<file path="config.mk">
export PLATFORM = sky130hd
export DESIGN_NAME = wb_write_queue_flat
export DESIGN_NICKNAME = d
export VERILOG_FILES = /design/src/rtl/wb_pkg.sv /design/src/rtl/wb_write_queue_if.sv /design/src/rtl/wb_fifo.sv /design/src/rtl/wb_write_queue.sv /design/src/flat_wrapper.sv
export SDC_FILE = /design/constraint.sdc
export NUM_CORES = 1
export LEC_CHECK = 0
export ABC_AREA = 0
export BUFFER_PORTS_ARGS = -buffer_cell sky130_fd_sc_hd__buf_2
export CAP_MARGIN = 20
export CELL_PAD_IN_SITES_DETAIL_PLACEMENT = 1
export CELL_PAD_IN_SITES_GLOBAL_PLACEMENT = 1
export CORE_AREA = 2 2 254 256
export CTS_CLUSTER_DIAMETER = 120
export DETAILED_ROUTE_END_ITERATION = 8
export DIE_AREA = 0 0 256 258
export PLACE_DENSITY_LB_ADDON = 0.1
export SYNTH_ARGS = -nofsm -noshare
export SYNTH_HDL_FRONTEND = slang
export SYNTH_SLANG_ARGS = --single-unit
</file>
<file path="constraint.sdc">
create_clock -name clk -period 11.54 [get_ports clk]
set_clock_uncertainty 0.15 [all_clocks]
set_input_delay 0 -clock clk [delete_from_list [all_inputs] [get_ports clk]]
set_output_delay 0 -clock clk [all_outputs]
set_load 0.02 [all_outputs]
</file>
<file path="src/rtl/wb_pkg.sv">
// rtl/wb_pkg.sv - shared types and constants for the write-back request queue
package wb_pkg;
  localparam int AW = 5;
  localparam int DW = 32;
  localparam logic [AW-1:0] WB_ADDR_ZERO = '0;

  typedef struct packed {
    logic [AW-1:0] addr;
    logic [DW-1:0] data;
    logic [DW-1:0] pc;
  } wb_req_t;
endpackage

</file>
<file path="src/rtl/wb_write_queue_if.sv">
// rtl/wb_write_queue_if.sv - producer, GRF write and bypass signals of the write-back queue
interface wb_write_queue_if #(parameter int DEPTH = 4);
  import wb_pkg::*;

  logic                     a_valid;
  logic [AW-1:0]            a_addr;
  logic [DW-1:0]            a_data;
  logic [DW-1:0]            a_pc;
  logic                     b_valid;
  logic [AW-1:0]            b_addr;
  logic [DW-1:0]            b_data;
  logic [DW-1:0]            b_pc;
  logic                     in_ready;
  logic                     wb_we;
  logic [AW-1:0]            wb_addr;
  logic [DW-1:0]            wb_data;
  logic [DW-1:0]            wb_pc;
  logic [AW-1:0]            q_addr1;
  logic [AW-1:0]            q_addr2;
  logic                     q_hit1;
  logic [DW-1:0]            q_data1;
  logic                     q_hit2;
  logic [DW-1:0]            q_data2;
  logic [$clog2(DEPTH):0]   count;

  modport slave (
    input  a_valid, a_addr, a_data, a_pc,
    input  b_valid, b_addr, b_data, b_pc,
    input  q_addr1, q_addr2,
    output in_ready, wb_we, wb_addr, wb_data, wb_pc,
    output q_hit1, q_data1, q_hit2, q_data2, count
  );

  modport master (
    output a_valid, a_addr, a_data, a_pc,
    output b_valid, b_addr, b_data, b_pc,
    output q_addr1, q_addr2,
    input  in_ready, wb_we, wb_addr, wb_data, wb_pc,
    input  q_hit1, q_data1, q_hit2, q_data2, count
  );
endinterface

</file>
<file path="src/rtl/wb_fifo.sv">
// rtl/wb_fifo.sv - circular buffer with 0/1/2 pushes and 0/1 pop per cycle
// Entries are exposed oldest-first so the bypass search can resolve age order.
module wb_fifo
  import wb_pkg::*;
#(
  parameter int DEPTH = 4
) (
  input  logic                   clk,
  input  logic                   reset,
  input  logic [1:0]             push_n,
  input  wb_req_t                push0,
  input  wb_req_t                push1,
  input  logic                   pop,
  output wb_req_t                head,
  output logic [$clog2(DEPTH):0] count,
  output wb_req_t                ent [DEPTH],
  output logic [DEPTH-1:0]       ent_valid
);
  localparam int PW = $clog2(DEPTH);
  localparam int CW = PW + 1;

  logic [PW-1:0] rd_ptr;
  logic [PW-1:0] wr_ptr;
  wb_req_t       mem [DEPTH];

  always_ff @(posedge clk or posedge reset) begin
    if (reset) begin
      rd_ptr <= '0;
      wr_ptr <= '0;
      count  <= '0;
    end else begin
      rd_ptr <= rd_ptr + PW'(pop);
      wr_ptr <= wr_ptr + PW'(push_n);
      count  <= count + CW'(push_n) - CW'(pop);
    end
  end

  // Storage needs no reset: an entry is only observed once count covers it.
  always_ff @(posedge clk) begin
    if (push_n != 2'd0) mem[wr_ptr] <= push0;
    if (push_n == 2'd2) mem[wr_ptr + PW'(1)] <= push1;
  end

  always_comb begin
    head = mem[rd_ptr];
    for (int i = 0; i < DEPTH; i++) begin
      ent[i]       = mem[rd_ptr + PW'(i)];
      ent_valid[i] = (CW'(i) < count);
    end
  end
endmodule

</file>
<file path="src/rtl/wb_write_queue.sv">
// rtl/wb_write_queue.sv - merges two write-back producers into one ordered GRF write stream
// with a two-port bypass lookup over pending writes.
module wb_write_queue
  import wb_pkg::*;
#(
  parameter int DEPTH = 4
) (
  input  logic             clk,
  input  logic             reset,
  wb_write_queue_if.slave  bus
);
  localparam int CW = $clog2(DEPTH) + 1;

  logic          a_ok, b_ok, pop;
  logic [1:0]    push_n;
  wb_req_t       a_req, b_req, slot0, head;
  logic [CW-1:0] count;
  wb_req_t       ent [DEPTH];
  logic [DEPTH-1:0] ent_valid;

  logic          wb_we_r;
  wb_req_t       wb_r;

  assign bus.in_ready = (count <= CW'(DEPTH - 2));
  assign bus.count    = count;

  assign a_req = '{addr: bus.a_addr, data: bus.a_data, pc: bus.a_pc};
  assign b_req = '{addr: bus.b_addr, data: bus.b_data, pc: bus.b_pc};
  assign a_ok  = bus.a_valid && bus.in_ready && (bus.a_addr != WB_ADDR_ZERO);
  assign b_ok  = bus.b_valid && bus.in_ready && (bus.b_addr != WB_ADDR_ZERO);
  // Compact accepted requests so A always lands in the older slot.
  assign push_n = {1'b0, a_ok} + {1'b0, b_ok};
  assign slot0  = a_ok ? a_req : b_req;
  assign pop    = (count != '0);

  wb_fifo #(.DEPTH(DEPTH)) u_fifo (
    .clk       (clk),
    .reset     (reset),
    .push_n    (push_n),
    .push0     (slot0),
    .push1     (b_req),
    .pop       (pop),
    .head      (head),
    .count     (count),
    .ent       (ent),
    .ent_valid (ent_valid)
  );

  always_ff @(posedge clk or posedge reset) begin
    if (reset) begin
      wb_we_r <= 1'b0;
      wb_r    <= '0;
    end else if (pop) begin
      wb_we_r <= 1'b1;
      wb_r    <= head;
    end else begin
      wb_we_r <= 1'b0;
    end
  end

  assign bus.wb_we   = wb_we_r;
  assign bus.wb_addr = wb_r.addr;
  assign bus.wb_data = wb_r.data;
  assign bus.wb_pc   = wb_r.pc;

  // Scan oldest to youngest so the last match (youngest) wins; {hit, data}.
  function automatic logic [DW:0] lookup(input logic [AW-1:0] q);
    logic [DW:0] r;
    r = '0;
    if (wb_we_r && wb_r.addr == q) r = {1'b1, wb_r.data};
    for (int i = 0; i < DEPTH; i++)
      if (ent_valid[i] && ent[i].addr == q) r = {1'b1, ent[i].data};
    if (q == WB_ADDR_ZERO) r = '0;
    return r;
  endfunction

  always_comb begin
    {bus.q_hit1, bus.q_data1} = lookup(bus.q_addr1);
    {bus.q_hit2, bus.q_data2} = lookup(bus.q_addr2);
  end
endmodule
</file>
<file path="src/flat_wrapper.sv">
// flat-port wrapper written by rule: the top's interface ports become plain ports
module wb_write_queue_flat import wb_pkg::*;
#(
  parameter int DEPTH = 4
)
  (clk, reset, bus_a_valid, bus_a_addr, bus_a_data, bus_a_pc, bus_b_valid, bus_b_addr, bus_b_data, bus_b_pc, bus_q_addr1, bus_q_addr2, bus_in_ready, bus_wb_we, bus_wb_addr, bus_wb_data, bus_wb_pc, bus_q_hit1, bus_q_data1, bus_q_hit2, bus_q_data2, bus_count);
  wb_write_queue_if #(.DEPTH(DEPTH)) bus_i ();
  input  logic clk;
  input  logic reset;
  input wire logic [$bits(bus_i.a_valid)-1:0] bus_a_valid;
  input wire logic [$bits(bus_i.a_addr)-1:0] bus_a_addr;
  input wire logic [$bits(bus_i.a_data)-1:0] bus_a_data;
  input wire logic [$bits(bus_i.a_pc)-1:0] bus_a_pc;
  input wire logic [$bits(bus_i.b_valid)-1:0] bus_b_valid;
  input wire logic [$bits(bus_i.b_addr)-1:0] bus_b_addr;
  input wire logic [$bits(bus_i.b_data)-1:0] bus_b_data;
  input wire logic [$bits(bus_i.b_pc)-1:0] bus_b_pc;
  input wire logic [$bits(bus_i.q_addr1)-1:0] bus_q_addr1;
  input wire logic [$bits(bus_i.q_addr2)-1:0] bus_q_addr2;
  output wire logic [$bits(bus_i.in_ready)-1:0] bus_in_ready;
  output wire logic [$bits(bus_i.wb_we)-1:0] bus_wb_we;
  output wire logic [$bits(bus_i.wb_addr)-1:0] bus_wb_addr;
  output wire logic [$bits(bus_i.wb_data)-1:0] bus_wb_data;
  output wire logic [$bits(bus_i.wb_pc)-1:0] bus_wb_pc;
  output wire logic [$bits(bus_i.q_hit1)-1:0] bus_q_hit1;
  output wire logic [$bits(bus_i.q_data1)-1:0] bus_q_data1;
  output wire logic [$bits(bus_i.q_hit2)-1:0] bus_q_hit2;
  output wire logic [$bits(bus_i.q_data2)-1:0] bus_q_data2;
  output wire logic [$bits(bus_i.count)-1:0] bus_count;
  assign bus_i.a_valid = bus_a_valid;
  assign bus_i.a_addr = bus_a_addr;
  assign bus_i.a_data = bus_a_data;
  assign bus_i.a_pc = bus_a_pc;
  assign bus_i.b_valid = bus_b_valid;
  assign bus_i.b_addr = bus_b_addr;
  assign bus_i.b_data = bus_b_data;
  assign bus_i.b_pc = bus_b_pc;
  assign bus_i.q_addr1 = bus_q_addr1;
  assign bus_i.q_addr2 = bus_q_addr2;
  assign bus_in_ready = bus_i.in_ready;
  assign bus_wb_we = bus_i.wb_we;
  assign bus_wb_addr = bus_i.wb_addr;
  assign bus_wb_data = bus_i.wb_data;
  assign bus_wb_pc = bus_i.wb_pc;
  assign bus_q_hit1 = bus_i.q_hit1;
  assign bus_q_data1 = bus_i.q_data1;
  assign bus_q_hit2 = bus_i.q_hit2;
  assign bus_q_data2 = bus_i.q_data2;
  assign bus_count = bus_i.count;
  wb_write_queue #(.DEPTH(DEPTH)) u_core (.clk(clk), .reset(reset), .bus(bus_i));
endmodule
</file>
==> results.ini <==
[critical_path]
timing_worst_setup_path_type = flop to output pin
critical_path.max_fanout = 44
capture_point_of_the_worst_path = bus_q_data1[2]
crit_start = u_core.u_fifo.rd_ptr[0]
crit_path_end_kind = output pin
critical_path.slowest_cell = sky130_fd_sc_hd__nand2_1
r2r_start = u_core.u_fifo.count[2]
rrSetupSlack_ps = 6400
cp.arrival_ps = 5070
cp-start-kind = flop
worstPathCellList = buf_4, mux4_1, xnor2_1, nand4_1, nor3_2, nand2_1, o22ai_1, a2111oi_2, buf_2
cp_data_required_time_ps = 11390
slowest_delay_ps = 750
ff2ff_path_depth = 8
r2r-end = u_core.u_fifo.mem[1][3]

[timing]
setup_tns_ps = 0
rsz0062_at_grt = false
timing.final.max_slew_violations = 0
achievable-frequency_ghz = 0.192
finalCritPeriodShare_pct = 45.2
timing_hold_violations_final = 0
fin_crit_period_ps = 5220
relSlewSlack_pct = 26.7
worst-slew-pin-transition_ps = 1100
timing.final.setup_violations = 0

[flow_run]
cap_violations = 0

[power_and_ir_drop]
p_int_uw = 4280
clock_power_share_pct = 18.1
p_sw_share_pct = 43.6
irDropWorstVdd_uv = 215
combPwrFrac_pct = 53.4
power_density_mw_per_mm2 = 273
power_frac_seq_pct = 28.6
netSwitchingPower_uw = 3300
leak_uw = 0.0105

[drt]
drt_first_pass_iters = 5
detail_route.wl_per_cell_um = 25.7
via_per_inst = 5.55
first_iteration_detailed_routing_drc_count = 931
postRouteWirelength_mm = 80.9
drc = 0
ant_nets = 0
number_of_vias_after_detailed_routing = 17500

[logic_synthesis]
synth_top_cells_by_area = sky130_fd_sc_hd__edfxtp_1 38%, sky130_fd_sc_hd__mux2_2 15%, sky130_fd_sc_hd__dfrtp_1 8.8%
seq_area_frac_synth_pct = 46.5
synth-warning-count = 0
synthesis.nets = 1994
synth_top_area_cell = sky130_fd_sc_hd__edfxtp_1
postSynthCellCount = 1834
synth_top_flop_cell = sky130_fd_sc_hd__edfxtp_1
flip_flop_and_latch_count_after_synthesis = 353
number_of_library_cell_types_mapped_by_synthesis = 66
syn_avg_cell_area_um2 = 12.0
total_standard_cell_area_after_synthesis_mm2 = 0.0220
async_reset_ff_share_pct = 21.8
netlist.area_leader.share_pct = 37.7
synth_enable_flop_cells = 276

[outcome]
status = finished clean

[cells_and_area]
final_cells = 3152
fin_nets = 2418
layout_area_growth_over_synthesis_pct = 26.3
most-common-layout-cells = 299 x sky130_fd_sc_hd__mux2_2, 291 x sky130_fd_sc_hd__buf_2, 276 x sky130_fd_sc_hd__edfxtp_1, 269 x sky130_fd_sc_hd__nand2_1, 211 x sky130_fd_sc_hd__dlygate4sd3_1
fill_cells = 6813
layout_commonest_cell = sky130_fd_sc_hd__mux2_2
drive_above_1_share_pct = 35.5

[clock_network]
cts_root_buffer = sky130_fd_sc_hd__clkbuf_16
cts_max_path_buffers = 3
cts-buffers-inserted = 44
clk_latency_worst_skew_pair_ps = 580
cts_clock_pin_slew_for_the_worst_setup_and_hold_paths_ps = 60
tritoncts_clock_tree = yes
htreeDepth = 2
clock_sink_count = 353

[floorplanning]
pin_count = 292
starting_utilization_of_the_core_area_pct = 34.5
fp.dieW_um = 256
design.die.area_mm2 = 0.0660
rows = 93
die_y_um = 258
fp.coreArea_mm2 = 0.0636

[place]
gp_congestion = 0.796
hpwl_dp_mm = 49.1
port_buffers = 291
placed_cells_incl_taps = 2856

[worst_hold_path]
hold_path.class = primary input to flop

[grt]
grt_start_max_net_pins = 189
grt_first_pass_wirelength_mm = 122
grt_pass1_vias = 19300
globalRouteOverflowTotal = 0
global_route.usage.total_pct = 24.4
number_of_antenna_violations_at_the_first_check_in_global_routing = 3

layout make-up:
cell class / instances / area (um2) / area share (%)
Multi-Input combinational cell: 1310 / 11200 / 40.2
Timing Repair Buffer: 536 / 3860 / 13.9
Inverter: 13 / 53.8 / 0.194
Antenna cell: 3 / 7.51 / 0.0270
Clock buffer: 61 / 1190 / 4.30
Tap cell: 855 / 1070 / 3.85
Sequential cell: 353 / 10200 / 36.8
Clock inverter: 21 / 206 / 0.744
power groups by stage:
stage / clock network (uW) / logic [uW] / registers (uW)
after CTS: 1410 / 4080 / 2170
final: 1370 / 4050 / 2170
after global routing: 1450 / 4390 / 2220
after floorplan: 0 / 2650 / 2250
after global placement: 0 / 3890 / 2170
after detailed placement: 0 / 3950 / 2190
synth_stat cells, types with 3 or more instances:
master                      number
sky130_fd_sc_hd__nand3_1         3
sky130_fd_sc_hd__mux2_2        299
sky130_fd_sc_hd__o211a_1        16
sky130_fd_sc_hd__xor2_1         16
sky130_fd_sc_hd__inv_1          12
sky130_fd_sc_hd__nand2_1       273
sky130_fd_sc_hd__a21oi_1       129
sky130_fd_sc_hd__clkbuf_1       83
sky130_fd_sc_hd__or3_1          11
sky130_fd_sc_hd__a21o_1          5
sky130_fd_sc_hd__o31ai_1        10
sky130_fd_sc_hd__o22ai_1        20
sky130_fd_sc_hd__nor3_1          4
sky130_fd_sc_hd__nand4_1         7
sky130_fd_sc_hd__buf_6           4
sky130_fd_sc_hd__ha_1            7
sky130_fd_sc_hd__a221oi_1       46
sky130_fd_sc_hd__xnor2_1        37
sky130_fd_sc_hd__a2111oi_2      18
sky130_fd_sc_hd__o21ai_0        56
sky130_fd_sc_hd__nor4_1          3
sky130_fd_sc_hd__dfrtp_1        77
sky130_fd_sc_hd__a211o_1        17
sky130_fd_sc_hd__mux4_2         77
sky130_fd_sc_hd__nor2_1         60
sky130_fd_sc_hd__and2_1          3
sky130_fd_sc_hd__buf_1          34
sky130_fd_sc_hd__buf_2          35
sky130_fd_sc_hd__a221o_1         5
sky130_fd_sc_hd__mux2i_1        63
sky130_fd_sc_hd__mux4_1          7
sky130_fd_sc_hd__edfxtp_1      276
sky130_fd_sc_hd__a211oi_1       38
sky130_fd_sc_hd__nor2b_1        23
sky130_fd_sc_hd__o21ai_1         7
sky130_fd_sc_hd__a22oi_1        15
timing repair:
action	in CTS	in global routing
resized for setup	0	0
endpoints found under the setup margin	0	0
hold buffers	211	0
setup buffers	0	0
endpoints found under the hold margin	298	0
worst min-delay path by stage:
| stage | from | end | slack, ps | cells after the start |
|---|---|---|---|---|
| floorplan | bus_b_addr[2] | u_core.u_fifo.mem[2][66] | 70 | 1 |
| global placement | reset | u_core.bus.wb_pc[30] | -140 | 2 |
| detailed placement | reset | u_core.bus.wb_pc[29] | -140 | 2 |
| CTS | bus_b_pc[18] | u_core.u_fifo.mem[1][18] | 110 | 3 |
| global route | bus_b_pc[5] | u_core.u_fifo.mem[3][5] | 140 | 3 |
| finish | bus_a_pc[9] | u_core.u_fifo.mem[2][9] | 140 | 3 |
stage by stage:
step / total power (uW) / util [%] / setup WS (ps) / area [um2] / hold WS (ps)
after global placement: 6060 / 38.0 / 6660 / 24200 / -142
after detailed placement: 6140 / 38.1 / 6880 / 24200 / -140
after CTS: 7650 / 43.6 / 6260 / 27800 / 105
after global routing: 8060 / 43.6 / 5970 / 27800 / 143
final: 7590 / 43.6 / 6320 / 27800 / 145
after floorplan: 4900 / - / 3760 / 22000 / 69.8
state kept, by name, summed over array words and instances, names as in the netlist:
| register | cells |
|---|---|
| u_core.u_fifo.mem | 276 |
| u_core.bus.wb_data | 32 |
| u_core.bus.wb_pc | 32 |
| u_core.bus.wb_addr | 5 |
| u_core.u_fifo.count | 3 |
| u_core.u_fifo.rd_ptr | 2 |
| u_core.u_fifo.wr_ptr | 2 |
| u_core.bus.wb_we | 1 |
worst max-delay path: cells and delay by family, from the launching register on:
family / cells / cell delay [ps]
and+or+nand+nor: 3 / 1450
muxes: 1 / 710
DFF: 1 / 710
buffers and inverters: 2 / 860
AOI/OAI and AO/OA: 2 / 520
xor gates and xnor gates: 1 / 200
per-layer routing:
| layer | track usage (%) | share of wire [%] | up-vias |
|---|---|---|---|
| li1 | - | - | 7911 |
| met1 | 29.0 | 41 | 9035 |
| met2 | 44.8 | 52 | 428 |
| met3 | 4.83 | 5.2 | 116 |
| met4 | 6.50 | 2.2 | 0 |
| met5 | 0 | 0 | - |
logic make-up (layout without fill, tap and decap cells):
group | after synthesis | after routing | synth area share, %
compound gates | 397 | 397 | 12.7
simple gates | 404 | 404 | 7.85
other cells | 0 | 3 | 0
buf+inv | 171 | 631 | 3.38
mux | 448 | 448 | 27.0
flops | 353 | 353 | 46.5
xor+xnor | 53 | 53 | 2.11
fa+ha+maj | 8 | 8 | 0.489
(Power assumes the default switching activity.)
